==> config.mk <==
export PLATFORM = sky130hd
export DESIGN_NAME = vga_timing_flat
export DESIGN_NICKNAME = d
export VERILOG_FILES = /design/src/rtl/vga_pkg.sv /design/src/rtl/vga_timing_if.sv /design/src/rtl/vga_timing.sv /design/src/flat_wrapper.sv
export SDC_FILE = /design/constraint.sdc
export NUM_CORES = 1
export LEC_CHECK = 0
export ABC_AREA = 1
export CELL_PAD_IN_SITES_DETAIL_PLACEMENT = 0
export CELL_PAD_IN_SITES_GLOBAL_PLACEMENT = 1
export CORE_MARGIN = 2
export CORE_UTILIZATION = 40
export DETAILED_ROUTE_END_ITERATION = 10
export PLACE_DENSITY = 0.86
export SLEW_MARGIN = 20
export SYNTH_ARGS = -nofsm -noshare
export SYNTH_HDL_FRONTEND = slang
export SYNTH_SLANG_ARGS = --single-unit
==> constraint.sdc <==
create_clock -name Clk -period 3.8 [get_ports Clk]
set_input_delay 0.76 -clock Clk [delete_from_list [all_inputs] [get_ports Clk]]
set_output_delay 0.76 -clock Clk [all_outputs]
set_load 0.02 [all_outputs]
==> src/rtl/vga_pkg.sv <==
// Shared VGA timing defaults and derived totals. The background and sprite stages
// size their images from IMAGE_WIDTH/IMAGE_HEIGHT.
package vga_pkg;

  localparam int COORD_W = 10;
  typedef logic [COORD_W-1:0] coord_t;

  localparam int DEF_H_VISIBLE = 640;
  localparam int DEF_H_FRONT   = 16;
  localparam int DEF_H_SYNC    = 96;
  localparam int DEF_H_BACK    = 48;
  localparam int DEF_V_VISIBLE = 480;
  localparam int DEF_V_FRONT   = 10;
  localparam int DEF_V_SYNC    = 2;
  localparam int DEF_V_BACK    = 33;

  function automatic int timingTotal(input int visible, input int front,
                                     input int sync, input int back);
    return visible + front + sync + back;
  endfunction

  localparam int H_TOTAL      = timingTotal(DEF_H_VISIBLE, DEF_H_FRONT, DEF_H_SYNC, DEF_H_BACK);
  localparam int V_TOTAL      = timingTotal(DEF_V_VISIBLE, DEF_V_FRONT, DEF_V_SYNC, DEF_V_BACK);
  localparam int H_SYNC_START = DEF_H_VISIBLE + DEF_H_FRONT;
  localparam int H_SYNC_END   = H_SYNC_START + DEF_H_SYNC;
  localparam int V_SYNC_START = DEF_V_VISIBLE + DEF_V_FRONT;
  localparam int V_SYNC_END   = V_SYNC_START + DEF_V_SYNC;
  localparam int IMAGE_WIDTH  = DEF_H_VISIBLE;
  localparam int IMAGE_HEIGHT = DEF_V_VISIBLE;

  // Half-open window test [lo, hi) used for sync and visible regions.
  function automatic logic inWindow(input coord_t v, input coord_t lo, input coord_t hi);
    return (v >= lo) && (v < hi);
  endfunction

endpackage

==> src/rtl/vga_timing_if.sv <==
// Raster timing bundle: the timing generator drives it, display stages consume it.
interface vga_timing_if;
  import vga_pkg::*;

  logic   pixel_ce;
  coord_t DrawX;
  coord_t DrawY;
  logic   hs;
  logic   vs;
  logic   blank_n;
  logic   frame_start;

  modport master (output pixel_ce, DrawX, DrawY, hs, vs, blank_n, frame_start);
  modport slave  (input  pixel_ce, DrawX, DrawY, hs, vs, blank_n, frame_start);

endinterface

==> src/rtl/vga_timing.sv <==
// VGA raster counter: pixel-rate enable, DrawX/DrawY position, and registered
// syncs/blanking that are computed from the next count so all outputs move together.
module vga_timing
  import vga_pkg::*;
#(
  parameter int H_VISIBLE = DEF_H_VISIBLE,
  parameter int H_FRONT   = DEF_H_FRONT,
  parameter int H_SYNC    = DEF_H_SYNC,
  parameter int H_BACK    = DEF_H_BACK,
  parameter int V_VISIBLE = DEF_V_VISIBLE,
  parameter int V_FRONT   = DEF_V_FRONT,
  parameter int V_SYNC    = DEF_V_SYNC,
  parameter int V_BACK    = DEF_V_BACK
) (
  input  logic         Clk,
  input  logic         Reset,
  vga_timing_if.master vga
);

  localparam int     LINE_LEN    = timingTotal(H_VISIBLE, H_FRONT, H_SYNC, H_BACK);
  localparam int     FRAME_LINES = timingTotal(V_VISIBLE, V_FRONT, V_SYNC, V_BACK);
  localparam coord_t H_LAST      = coord_t'(LINE_LEN - 1);
  localparam coord_t V_LAST      = coord_t'(FRAME_LINES - 1);
  localparam coord_t HS_START    = coord_t'(H_VISIBLE + H_FRONT);
  localparam coord_t HS_END      = coord_t'(H_VISIBLE + H_FRONT + H_SYNC);
  localparam coord_t VS_START    = coord_t'(V_VISIBLE + V_FRONT);
  localparam coord_t VS_END      = coord_t'(V_VISIBLE + V_FRONT + V_SYNC);
  localparam coord_t H_VIS_END   = coord_t'(H_VISIBLE);
  localparam coord_t V_VIS_END   = coord_t'(V_VISIBLE);

  logic   pixelCe_q;
  coord_t drawX_q, drawX_d;
  coord_t drawY_q, drawY_d;
  logic   hs_q, hs_d;
  logic   vs_q, vs_d;
  logic   blankN_q, blankN_d;
  logic   frameStart_q, frameStart_d;

  // Using >= on the wrap compare keeps the counters inside the frame even from a bad state.
  always_comb begin
    drawX_d      = drawX_q;
    drawY_d      = drawY_q;
    frameStart_d = 1'b0;
    if (pixelCe_q) begin
      if (drawX_q >= H_LAST) begin
        drawX_d = '0;
        if (drawY_q >= V_LAST) begin
          drawY_d      = '0;
          frameStart_d = 1'b1;
        end else begin
          drawY_d = drawY_q + 10'd1;
        end
      end else begin
        drawX_d = drawX_q + 10'd1;
      end
    end
    hs_d     = !inWindow(drawX_d, HS_START, HS_END);
    vs_d     = !inWindow(drawY_d, VS_START, VS_END);
    blankN_d = (drawX_d < H_VIS_END) && (drawY_d < V_VIS_END);
  end

  always_ff @(posedge Clk or posedge Reset) begin
    if (Reset) begin
      pixelCe_q    <= 1'b0;
      drawX_q      <= '0;
      drawY_q      <= '0;
      hs_q         <= 1'b1;
      vs_q         <= 1'b1;
      blankN_q     <= 1'b1;
      frameStart_q <= 1'b0;
    end else begin
      pixelCe_q    <= ~pixelCe_q;
      drawX_q      <= drawX_d;
      drawY_q      <= drawY_d;
      hs_q         <= hs_d;
      vs_q         <= vs_d;
      blankN_q     <= blankN_d;
      frameStart_q <= frameStart_d;
    end
  end

  assign vga.pixel_ce    = pixelCe_q;
  assign vga.DrawX       = drawX_q;
  assign vga.DrawY       = drawY_q;
  assign vga.hs          = hs_q;
  assign vga.vs          = vs_q;
  assign vga.blank_n     = blankN_q;
  assign vga.frame_start = frameStart_q;

  // Downstream stages index memories with these, so out-of-frame values must never appear.
  assert property (@(posedge Clk) disable iff (Reset) (int'(drawX_q) < LINE_LEN))
    else $error("DrawX out of range");
  assert property (@(posedge Clk) disable iff (Reset) (int'(drawY_q) < FRAME_LINES))
    else $error("DrawY out of range");

endmodule

==> src/flat_wrapper.sv <==
// flat-port wrapper written by rule: the top's interface ports become plain ports
module vga_timing_flat import vga_pkg::*;
#(
  parameter int H_VISIBLE = DEF_H_VISIBLE,
  parameter int H_FRONT   = DEF_H_FRONT,
  parameter int H_SYNC    = DEF_H_SYNC,
  parameter int H_BACK    = DEF_H_BACK,
  parameter int V_VISIBLE = DEF_V_VISIBLE,
  parameter int V_FRONT   = DEF_V_FRONT,
  parameter int V_SYNC    = DEF_V_SYNC,
  parameter int V_BACK    = DEF_V_BACK
)
  (Clk, Reset, vga_pixel_ce, vga_DrawX, vga_DrawY, vga_hs, vga_vs, vga_blank_n, vga_frame_start);
  vga_timing_if vga_i ();
  input  logic Clk;
  input  logic Reset;
  output wire logic [$bits(vga_i.pixel_ce)-1:0] vga_pixel_ce;
  output wire logic [$bits(vga_i.DrawX)-1:0] vga_DrawX;
  output wire logic [$bits(vga_i.DrawY)-1:0] vga_DrawY;
  output wire logic [$bits(vga_i.hs)-1:0] vga_hs;
  output wire logic [$bits(vga_i.vs)-1:0] vga_vs;
  output wire logic [$bits(vga_i.blank_n)-1:0] vga_blank_n;
  output wire logic [$bits(vga_i.frame_start)-1:0] vga_frame_start;
  assign vga_pixel_ce = vga_i.pixel_ce;
  assign vga_DrawX = vga_i.DrawX;
  assign vga_DrawY = vga_i.DrawY;
  assign vga_hs = vga_i.hs;
  assign vga_vs = vga_i.vs;
  assign vga_blank_n = vga_i.blank_n;
  assign vga_frame_start = vga_i.frame_start;
  vga_timing #(.H_VISIBLE(H_VISIBLE), .H_FRONT(H_FRONT), .H_SYNC(H_SYNC), .H_BACK(H_BACK), .V_VISIBLE(V_VISIBLE), .V_FRONT(V_FRONT), .V_SYNC(V_SYNC), .V_BACK(V_BACK)) u_core (.Clk(Clk), .Reset(Reset), .vga(vga_i));
endmodule
Word-level counts from Yosys, hierarchy flattened --
Index checks and enable logic that the tools add are counted.
Operators by class: $add $sub $neg 2, order comparisons 8, mux-type cells 8, bitwise gates (word level) 1, reduce and logical (&&, ||, !) cells 5
Operator list (number):
- $mux 10 | 5
- $ge 10x10->1 const B | 3
- $add 10x1->10 const B | 2
- $lt 10x10->1 const B | 2
- $lt 10x9->1 const B | 2
- $ge 10x9->1 const B | 1
- $logic_and 1x1->1 | 3
- $mux 1 | 3
- $logic_not 1->1 | 2
- $not 1->1 | 1
Word-level totals: register bits 25, input bits 2, output and inout bits 25, logic and storage cells 31

Longest topological paths before layout --
Gate-level depths: netlist of run 1.
word-level depth 7, gate-level depth with buffers 12, depth with buffers taken out 12

Worst setup path before layout of run 1 --
OpenSTA, ideal clock, no wires.
kind reg2reg, start point register u_core.drawX_q[0], in the netlist u_core.vga.DrawX[0], end point register u_core.vs_q, in the netlist u_core.vga.vs, setup time 0.078 ns, arrival 1.645 ns, data required time 3.722 ns, path slack 2.077 ns, stages on the path, launching flop included 12, buffers on the path 1, clock period less this slack 1.723 ns, cell sequence dfrtp_1 -> ha_1 -> nand2_1 -> nor2_2 -> nor2_2 -> nor2_4 -> buf_6 -> nand4_2 -> nand2_1 -> nand3_1 -> nor2_2 -> nand2_1
Between the ends: word-level cells in the longest chain between the ends 6, elaborated cells on any way between the ends 7, those cells by class 3 x order compare; 2 x mux; 2 x reduce/logical
Ends and longest elaborated chain:
- start, declared | line vga_timing.sv:32 | coord_t drawX_q, drawX_d;
- start signal, assigned | line vga_timing.sv:73 | drawX_q <= drawX_d;
- $ge 10x10->1 * | line vga_timing.sv:45 | if (drawX_q >= H_LAST) begin
- $mux 10 * | line vga_timing.sv:45
- $mux 10 * | line vga_timing.sv:44 | if (pixelCe_q) begin
- $ge 10x9->1 / $lt 10x9->1 (equally long branches) | line vga_pkg.sv:33 | return (v >= lo) && (v < hi);
- $logic_and 1x1->1 * | line vga_pkg.sv:33
- $logic_not 1->1 * | line vga_timing.sv:58 | vs_d = !inWindow(drawY_d, VS_START, VS_END);
- net u_core.vs_d | line vga_timing.sv:35 | logic vs_q, vs_d;
- end signal, assigned | line vga_timing.sv:76 | vs_q <= vs_d;
- end, declared | line vga_timing.sv:35
The timed path passes the listed nets; every way through them passes the cells marked *.

Worst setup path in the final report of run 1 --
start point register u_core.pixelCe_q, in the netlist u_core.vga.pixel_ce, end point output port vga_pixel_ce
RTL lines:
- start, declared | line vga_timing.sv:31 | logic pixelCe_q;
- start signal, assigned | line vga_timing.sv:72 | pixelCe_q <= ~pixelCe_q;
- end, declared | line flat_wrapper.sv:17 | output wire logic [$bits(vga_i.pixel_ce)-1:0] vga_pixel_ce;
No word-level cell between the ends.

==> impl_metrics.py, run 1 <==
metrics = {
    "status": {
        "status": "completed",
    },
    "clocking": {
        "post_cts_buffers": 0,
        "cts_resized": 0,
        "cts_hold_buf": 0,
        "clk_pin_slew_ps": 130,
        "insertion_delay_ps": 330,
        "cts_num_sinks": 25,
        "numCtsBuffers": 3,
        "root_buffer": "clkbuf_4",
        "cts_tree": "built",
        "clk_path_buf_depth": 2,
        "htreeDepth": 1,
    },
    "timing": {
        "fin_crit_ps": 2390,
        "fmax_mhz": 418,
        "fin_crit_sh": 0.630,
        "grt_setup_unrepaired": "false",
        "slew_violations": 0,
        "hold_viol": 0,
        "whs_ps": 580,
        "clock_skew_ps": 12.0,
        "finalWorstSetupSlack_ps": 1410,
        "fin_tns_setup_ps": 0,
        "max-slew-margin-rel": 0.409,
        "tightest_slew_ps": 881,
        "setup_viol": 0,
    },
    "floorplan": {
        "die_y_um": 63.5,
        "rows": 21,
        "dieArea_um2": 4030,
        "fp.dieW_um": 63.5,
        "design.core.area_um2": 3360,
        "ios": 27,
        "start_util": 0.421,
    },
    "min_path": {
        "hold_start": "u_core.vga.DrawX[1]$_DFF_PP0_",
        "hp-class": "register to register",
        "worstHoldPathCells": 2,
        "holdPathEnd": "u_core.vga.DrawX[1]$_DFF_PP0_",
    },
    "worst_setup_path": {
        "critical_path_cell_count": 1,
        "max_stage_delay_ps": 690,
        "crit_path_end_kind": "output pin",
        "reg2reg_depth": 10,
        "reg2reg_slack_ps": 1850,
        "worstPathArrival_ps": 1630,
        "critPathTopFamily": "buffers and inverters",
        "r2r-start": "u_core.vga.DrawX[0]$_DFF_PP0_",
        "worst-path-buf-inv": 1,
        "worst_path_max_delay_cell": "clkdlybuf4s50_1",
        "required_ps": 3040,
        "critical_path_class": "register to output pin",
        "startpoint_type": "register",
        "r2r-end": "u_core.vga.vs$_DFF_PP1_",
        "crit_path_cell_trace": "clkdlybuf4s50_1",
        "critical_path.max_fanout": 11,
    },
    "power": {
        "sw_frac_of_total": 0.222,
        "seq_power_share": 0.674,
        "clock_power_share": 0.311,
        "ir_drop_mv": 0.117,
        "switching_power_uw": 87.7,
        "power_frac_comb": 0.015,
        "p_per_area_nw_per_um2": 227,
        "fin_total_pwr_uw": 395,
        "total_leakage_power_nw": 0.803,
        "p_int_uw": 308,
    },
    "drt": {
        "vias_per_cell": 4.88,
        "drt_drc_violations_left": 0,
        "wl_um": 3020,
        "ant_nets": 0,
        "drtIter0Drc": 70,
        "firstDrtPassIters": 5,
        "wire_per_inst_um": 11.8,
        "vias": 1248,
    },
    "layout": {
        "syn2layout_area_growth_pct": 23.0,
        "fin_area_um2": 1740,
        "layout_common_cells": "nand2_1 (38), inv_1 (30), clkdlybuf4s50_1 (26), nor2_1 (23)",
        "layout_commonest_cell": "nand2_1",
        "diodes": 0,
        "finalNetCount": 216,
        "drive_above_1_share": 0.105,
    },
    "logic_synthesis": {
        "ys_seq_area_frac": 0.445,
        "ys_top_cells_by_area": "dfrtp_1 (39%), nand2_1 (10%), inv_1 (8.2%)",
        "yosys.area.top_type": "dfrtp_1",
        "synth.distinct_cells": 24,
        "syn_area_um2": 1420,
        "synth-seq-cells": 25,
        "synth_nets": 187,
        "syn_inst": 182,
        "netlist.area_leader.share": 0.389,
        "ys_warn_count": 0,
        "avgSynthCellArea_um2": 7.78,
    },
    "global_routing": {
        "grt_pass1_vias": 1155,
        "grt_max_degree": 26,
        "grt_pass1_wl_um": 5200,
        "grt_use_total": 0.162,
        "grt_overflow": 0,
        "antenna_found_initial": 0,
    },
    "flow_run": {
        "maxCapViolations": 0,
    },
    "placement": {
        "place_area_um2": 1710,
        "place_ws_ps": 1770,
        "hpwl_um": 2350,
        "gp_congestion": 0.884,
        "placement.io_buffers": 26,
    },
}
-- sequential cells by signal, summed over array words and instances (netlist names) --
register / flops
u_core.vga.frame_start: 1
u_core.vga.hs: 1
u_core.vga.pixel_ce: 1
u_core.vga.vs: 1
u_core.vga.blank_n: 1
u_core.vga.DrawX: 10
u_core.vga.DrawY: 10
-- metal layers --
metal  global-route usage  vias up  wire length (µm)
li1                     -      632                 -
met1                0.214      575              1380
met2                0.267       35              1480
met3               0.0250        6               117
met4               0.0598        0                40
met5                    0        -                 0
-- through the flow --
step / cells / utilization
2_1_floorplan: 182 / -
3_3_place_gp: 252 / 0.509
3_5_place_dp: 252 / 0.509
4_1_cts: 256 / 0.517
5_1_grt: 256 / 0.517
6_report: 256 / 0.517
-- Yosys cell counts (all sizes together) --
cell type / count
ha: 3
nand3b: 1
nand3: 22
dfstp: 3
nor3: 3
nand4: 8
o21bai: 2
xnor2: 1
o21ai: 7
inv: 33
buf: 2
a21oi: 4
nand2: 39
dfrtp: 22
xor2: 1
nor2: 31
-- cell type report --
| cell class | instances | area, µm² |
|---|---|---|
| Clock buffer | 3 | 22.5 |
| Clock inverter | 1 | 7.51 |
| Fill cell | 340 | 1620 |
| Inverter | 33 | 129 |
| Multi-Input combinational cell | 122 | 634 |
| Sequential cell | 25 | 629 |
| Tap cell | 46 | 57.6 |
| Timing Repair Buffer | 26 | 260 |
-- cells by family (layout without fill, tap and decap cells) --
group	Yosys count	count (layout)	share of synthesized area
AOI/OAI and AO/OA	13	13	0.0522
xor gates and xnor gates	2	2	0.0124
adders and majority gates	3	3	0.0265
buffers and inverters	35	63	0.107
and+or+nand+nor	104	104	0.357
DFF	25	25	0.445
-- worst max path at each step --
stage                              end                          start
6_report                  vga_pixel_ce  u_core.vga.pixel_ce$_DFF_PP0_
5_1_grt                   vga_pixel_ce  u_core.vga.pixel_ce$_DFF_PP0_
4_1_cts                   vga_pixel_ce  u_core.vga.pixel_ce$_DFF_PP0_
3_5_place_dp              vga_pixel_ce  u_core.vga.pixel_ce$_DFF_PP0_
3_3_place_gp              vga_pixel_ce  u_core.vga.pixel_ce$_DFF_PP0_
2_1_floorplan  u_core.vga.vs$_DFF_PP1_  u_core.vga.DrawX[0]$_DFF_PP0_
-- power groups by stage --
stage,combinational [mW],clock [mW],sequential [mW]
global route,0.00760,0.143,0.266
global placement,0.00623,0,0.271
floorplan,0.00393,0,0.271
finish,0.00603,0.123,0.266
CTS,0.00648,0.128,0.266
detailed placement,0.00641,0,0.271
Power figures use the tool's default switching activity.
==> run 2, diff against run 1 <==
- CORE_UTILIZATION: 40 -> 37
- PLACE_DENSITY: 0.86 -> 0.8
- clock period: 3.8 -> 2.4 ns (I/O delays scaled with it)
==> run 2 against run 1 <==
  * Cell area is 1.5% higher
  * Hold slack worse by 31 ps
  * Largest power group unchanged
  * Worst setup slack worse by 1100 ps
  * Global-route usage is 1.2 points higher
  * Register-to-register slack worse by 1400 ps
  * Via count is 0.80% lower
  * Sequential cell count stayed put
  * Largest cell class unchanged
  * Critical path depth stayed put
  * Total power is 74% higher
==> impl_metrics.py, run 2 (synthesis gave the netlist of run 1 again) <==
metrics = {
    "timing": {
        "hold_viol": 0,
        "fin_tns_setup_ps": 0,
        "fin_crit_ps": 2060,
        "max-slew-margin-rel": 0.709,
        "clock_skew_ps": 2.48,
        "fmax_mhz": 486,
        "grt_setup_unrepaired": "false",
        "whs_ps": 548,
        "fin_crit_sh": 0.857,
        "setup_viol": 0,
        "tightest_slew_ps": 436,
        "slew_violations": 0,
    },
    "worst_setup_path": {
        "startpoint_type": "register",
        "critical_path_class": "register to output pin",
        "critPathTopFamily": "buffers and inverters",
        "worst-path-buf-inv": 1,
        "crit_path_end": "vga_pixel_ce",
        "worstPathArrival_ps": 1580,
        "r2r-start": "u_core.vga.DrawX[0]$_DFF_PP0_",
        "worst_path_max_delay_cell": "clkdlybuf4s50_1",
        "required_ps": 1920,
        "crit_start": "u_core.vga.pixel_ce$_DFF_PP0_",
        "critical_path_cell_count": 1,
        "max_stage_delay_ps": 690,
        "reg2reg_depth": 10,
        "reg2reg_slack_ps": 410,
        "crit_path_cell_trace": "clkdlybuf4s50_1",
        "r2r-end": "u_core.vga.vs$_DFF_PP1_",
        "critical_path.max_fanout": 11,
        "crit_path_end_kind": "output pin",
    },
    "clocking": {
        "htreeDepth": 1,
        "cts_num_sinks": 25,
        "post_cts_buffers": 0,
        "clk_pin_slew_ps": 90,
        "cts_tree": "built",
        "clk_path_buf_depth": 2,
        "insertion_delay_ps": 270,
        "cts_resized": 0,
        "cts_hold_buf": 0,
        "root_buffer": "clkbuf_8",
        "numCtsBuffers": 3,
    },
    "layout": {
        "finalNetCount": 217,
        "syn2layout_area_growth_pct": 24.8,
        "multi_input_area_um2": 634,
        "layout_commonest_cell": "nand2_1",
        "fill_cells": 358,
        "drive_above_1_share": 0.109,
        "diodes": 0,
        "area.sequential_um2": 629,
        "layout_common_cells": "nand2_1 (38), inv_1 (31), clkdlybuf4s50_1 (26), nor2_1 (23)",
    },
    "drt": {
        "wire_per_inst_um": 12.5,
        "firstDrtPassIters": 4,
        "drtIter0Drc": 49,
        "vias": 1238,
        "ant_nets": 0,
        "vias_per_cell": 4.78,
        "wl_um": 3230,
        "drt_drc_violations_left": 0,
    },
    "floorplan": {
        "die_y_um": 65.8,
        "design.core.area_um2": 3660,
        "dieArea_um2": 4340,
        "start_util": 0.387,
        "rows": 22,
        "fp.dieW_um": 65.8,
        "ios": 27,
    },
    "global_routing": {
        "grt_overflow": 0,
        "grt_max_degree": 26,
        "grt_pass1_wl_um": 5640,
        "grt_use_total": 0.174,
        "grt_pass1_vias": 1216,
        "antenna_found_initial": 0,
    },
    "placement": {
        "hpwl_um": 2480,
        "placement.io_buffers": 26,
        "gp_congestion": 0.935,
    },
    "status": {
        "status": "completed",
    },
    "power": {
        "ir_drop_mv": 0.227,
        "p_per_area_nw_per_um2": 388,
        "total_leakage_power_nw": 0.823,
    },
    "flow_run": {
        "maxCapViolations": 0,
    },
    "min_path": {
        "hp-class": "primary input to asynchronous set/reset pin",
    },
}
run 2: changes by cell type in the layout (fill, tap and decap cells not counted), sizes merged:
cell,before,now
inv,32,33
buf,0,1
clkinvlp,1,0
run 2: final cells by class:
| class | count | area share |
|---|---|---|
| multi-input cells | 122 | 0.359 |
| flip-flops and latches | 25 | 0.356 |
| repair buffers | 27 | 0.152 |
| inverters | 33 | 0.0729 |
| well taps | 48 | 0.0340 |
| clock buffers | 3 | 0.0234 |
| clock inverters | 1 | 0.00283 |
run 2: worst min-delay path, delay by kind of cell:
family,cells,cell delay (ps)
buf+inv,3,750
run 2: layer usage:
layer | track usage | part of all wire | vias up
met1 | 0.221 | 0.45 | 577
met3 | 0.0358 | 0.047 | 4
met4 | 0.0703 | 0.015 | 0
met5 | 0 | 0 | -
met2 | 0.288 | 0.49 | 29
li1 | - | - | 628
run 2: through the flow:
stage | worst slack [ps] | total power [mW] | cells | area [µm²] | utilization
after floorplan | 677 | 0.435 | 182 | 1420 | -
after global placement | 530 | 0.441 | 255 | 1720 | 0.470
after detailed placement | 444 | 0.441 | 255 | 1720 | 0.470
after CTS | 328 | 0.694 | 259 | 1770 | 0.483
after global routing | 185 | 0.713 | 259 | 1770 | 0.483
final | 343 | 0.686 | 259 | 1770 | 0.483
run 2: worst min path at each step:
| stage | end | startpoint | slack [ps] | depth (start not counted) |
|---|---|---|---|---|
| 2_1_floorplan | u_core.vga.DrawX[0]$_DFF_PP0_ | Reset | 510 | 1 |
| 3_3_place_gp | u_core.vga.DrawX[1]$_DFF_PP0_ | u_core.vga.DrawX[1]$_DFF_PP0_ | 520 | 2 |
| 3_5_place_dp | u_core.vga.DrawX[1]$_DFF_PP0_ | u_core.vga.DrawX[1]$_DFF_PP0_ | 520 | 2 |
| 4_1_cts | u_core.vga.DrawX[1]$_DFF_PP0_ | u_core.vga.DrawX[1]$_DFF_PP0_ | 550 | 2 |
| 5_1_grt | u_core.vga.DrawY[9]$_DFF_PP0_ | Reset | 590 | 3 |
| 6_report | u_core.vga.DrawY[9]$_DFF_PP0_ | Reset | 550 | 3 |
run 2: power by group:
part           total [mW]  internal, mW  switching (mW)
sequential          0.421         0.421               0
combinational      0.0111       0.00261         0.00847
clock               0.253         0.116           0.137
total               0.686         0.540           0.146
==> run 3, diff against run 2 <==
- CORE_ASPECT_RATIO: default -> 1.75
- RECOVER_POWER: default -> 100
==> run 3 against run 2 <==
  * Die area is 0.45% higher
  * Wire length is 6.1% higher
  * Hold slack worse by 6.7 ps
  * Sequential power hardly changed
  * Sequential share of layout area is 0.28 points higher
  * Critical path depth stayed put
  * Utilization is 0.053 points higher
  * Clock skew hardly changed
  * Register-to-register slack worse by 40 ps
  * Clock power is 2% higher
  * Largest power group unchanged
  * Sequential cell count stayed put
  * Largest cell class is now flip-flops and latches
==> impl_metrics.py, run 3 (synthesis gave the netlist of run 1 again) <==
metrics = {
    "timing": {
        "grt_setup_unrepaired": "false",
        "fin_crit_sh": 0.881,
        "max-slew-margin-rel": 0.102,
        "whs_ps": 542,
        "clock_skew_ps": 2.31,
        "fin_tns_setup_ps": 0,
        "tightest_slew_ps": 1350,
        "hold_viol": 0,
        "fin_crit_ps": 2120,
        "fmax_mhz": 473,
        "setup_viol": 0,
        "slew_violations": 0,
    },
    "worst_setup_path": {
        "required_ps": 1920,
        "critPathTopFamily": "buffers and inverters",
        "r2r-start": "u_core.vga.DrawX[0]$_DFF_PP0_",
        "reg2reg_slack_ps": 370,
        "worst-path-buf-inv": 1,
        "startpoint_type": "register",
        "crit_path_end_kind": "output pin",
        "r2r-end": "u_core.vga.vs$_DFF_PP1_",
        "worst_path_max_delay_cell": "dlygate4sd3_1",
        "worstPathArrival_ps": 1640,
        "crit_path_cell_trace": "dlygate4sd3_1",
        "critical_path.max_fanout": 11,
        "max_stage_delay_ps": 740,
        "critical_path_class": "register to output pin",
        "reg2reg_depth": 10,
    },
    "floorplan": {
        "design.core.area_um2": 3630,
        "ios": 27,
        "fp.dieW_um": 50.8,
        "rows": 29,
        "dieArea_um2": 4350,
        "die_y_um": 85.8,
        "start_util": 0.390,
    },
    "global_routing": {
        "antenna_found_initial": 0,
        "grt_use_total": 0.183,
        "grt_max_degree": 26,
        "grt_pass1_vias": 1302,
        "grt_overflow": 0,
        "grt_pass1_wl_um": 6020,
    },
    "clocking": {
        "htreeDepth": 1,
        "numCtsBuffers": 3,
        "cts_hold_buf": 0,
        "post_cts_buffers": 0,
        "root_buffer": "clkbuf_8",
        "cts_num_sinks": 25,
        "clk_path_buf_depth": 2,
        "clk_pin_slew_ps": 90,
        "cts_resized": 0,
        "cts_tree": "built",
        "insertion_delay_ps": 270,
    },
    "layout": {
        "layout_common_cells": "nand2_1 (39), inv_1 (31), nor2_1 (26), dlygate4sd3_1 (26)",
        "finalNetCount": 217,
        "stdcell_count": 257,
        "diodes": 0,
        "drive_above_1_share": 0.0853,
        "layout_commonest_cell": "nand2_1",
        "syn2layout_area_growth_pct": 23.9,
        "fin_area_um2": 1750,
    },
    "placement": {
        "place_area_um2": 1720,
        "hpwl_um": 2710,
        "placement.io_buffers": 26,
        "dp_cells": 253,
        "gp_congestion": 0.930,
    },
    "power": {
        "p_per_area_nw_per_um2": 393,
        "ir_drop_mv": 0.279,
        "total_leakage_power_nw": 0.866,
    },
    "drt": {
        "vias": 1265,
        "wl_um": 3430,
        "vias_per_cell": 4.92,
        "drtIter0Drc": 43,
        "wire_per_inst_um": 13.3,
        "firstDrtPassIters": 4,
        "ant_nets": 0,
        "drt_drc_violations_left": 0,
    },
    "min_path": {
        "holdPathEnd": "u_core.vga.DrawX[1]$_DFF_PP0_",
        "hp-class": "register to register",
        "hold_start": "u_core.vga.DrawX[1]$_DFF_PP0_",
        "worstHoldPathCells": 2,
    },
    "status": {
        "status": "completed",
    },
    "flow_run": {
        "maxCapViolations": 0,
    },
}
==> run 3: changes by cell type in the layout (fill, tap and decap cells not counted), sizes merged <==
cell           delta
clkinvlp          +1
clkbuf            +1
clkdlybuf4s50    -26
buf               -1
clkinv            -1
dlygate4sd3      +26
==> run 3: per-layer routing <==
layer | GRT usage | share of wire | vias up | routed length [µm]
li1 | - | - | 630 | -
met1 | 0.206 | 0.39 | 592 | 1330
met2 | 0.336 | 0.56 | 33 | 1910
met3 | 0.0226 | 0.022 | 10 | 76
met4 | 0.0811 | 0.030 | 0 | 104
met5 | 0 | 0 | - | 0
==> run 3: layout make-up <==
class | instances | area (µm²)
multi-input combinational | 122 | 624
inverter | 33 | 129
clock inverter | 1 | 7.51
clock buffer | 3 | 41.3
tap | 46 | 57.6
sequential | 25 | 629
timing repair buffer | 27 | 264
fill | 392 | 1880
==> run 3: report_power, final <==
group	switching [mW]	internal (mW)	leakage, nW	total [mW]
Combinational	0.00828	0.00150	0.520	0.00978
Clock	0.141	0.118	0.0217	0.258
Sequential	0	0.421	0.325	0.421
Total	0.149	0.540	0.866	0.689
==> run 3: worst max path at each step <==
| stage | from | to | slack (ps) | cells past startpoint |
|---|---|---|---|---|
| finish | u_core.vga.pixel_ce$_DFF_PP0_ | vga_pixel_ce | 280 | 1 |
| global route | u_core.vga.DrawX[0]$_DFF_PP0_ | u_core.vga.vs$_DFF_PP1_ | 110 | 10 |
| CTS | u_core.vga.pixel_ce$_DFF_PP0_ | vga_pixel_ce | 320 | 1 |
| detailed placement | u_core.vga.DrawX[0]$_DFF_PP0_ | u_core.vga.vs$_DFF_PP1_ | 420 | 10 |
| global placement | u_core.vga.DrawX[0]$_DFF_PP0_ | u_core.vga.vs$_DFF_PP1_ | 530 | 10 |
| floorplan | u_core.vga.DrawX[0]$_DFF_PP0_ | u_core.vga.vs$_DFF_PP1_ | 680 | 11 |
==> run 3: through the flow <==
stage / util / setup WS, ps / total power, mW
6_report: 0.483 / 284 / 0.689
5_1_grt: 0.483 / 113 / 0.717
3_5_place_dp: 0.473 / 423 / 0.441
4_1_cts: 0.487 / 318 / 0.700
3_3_place_gp: 0.473 / 530 / 0.441
2_1_floorplan: - / 677 / 0.435
==> run 3: worst register-to-register path, delay by kind of cell (launching register included) <==
family                     cells  cell delay (ps)
adders and majority gates      1              190
and+or+nand+nor                9             1380
DFF                            1              400
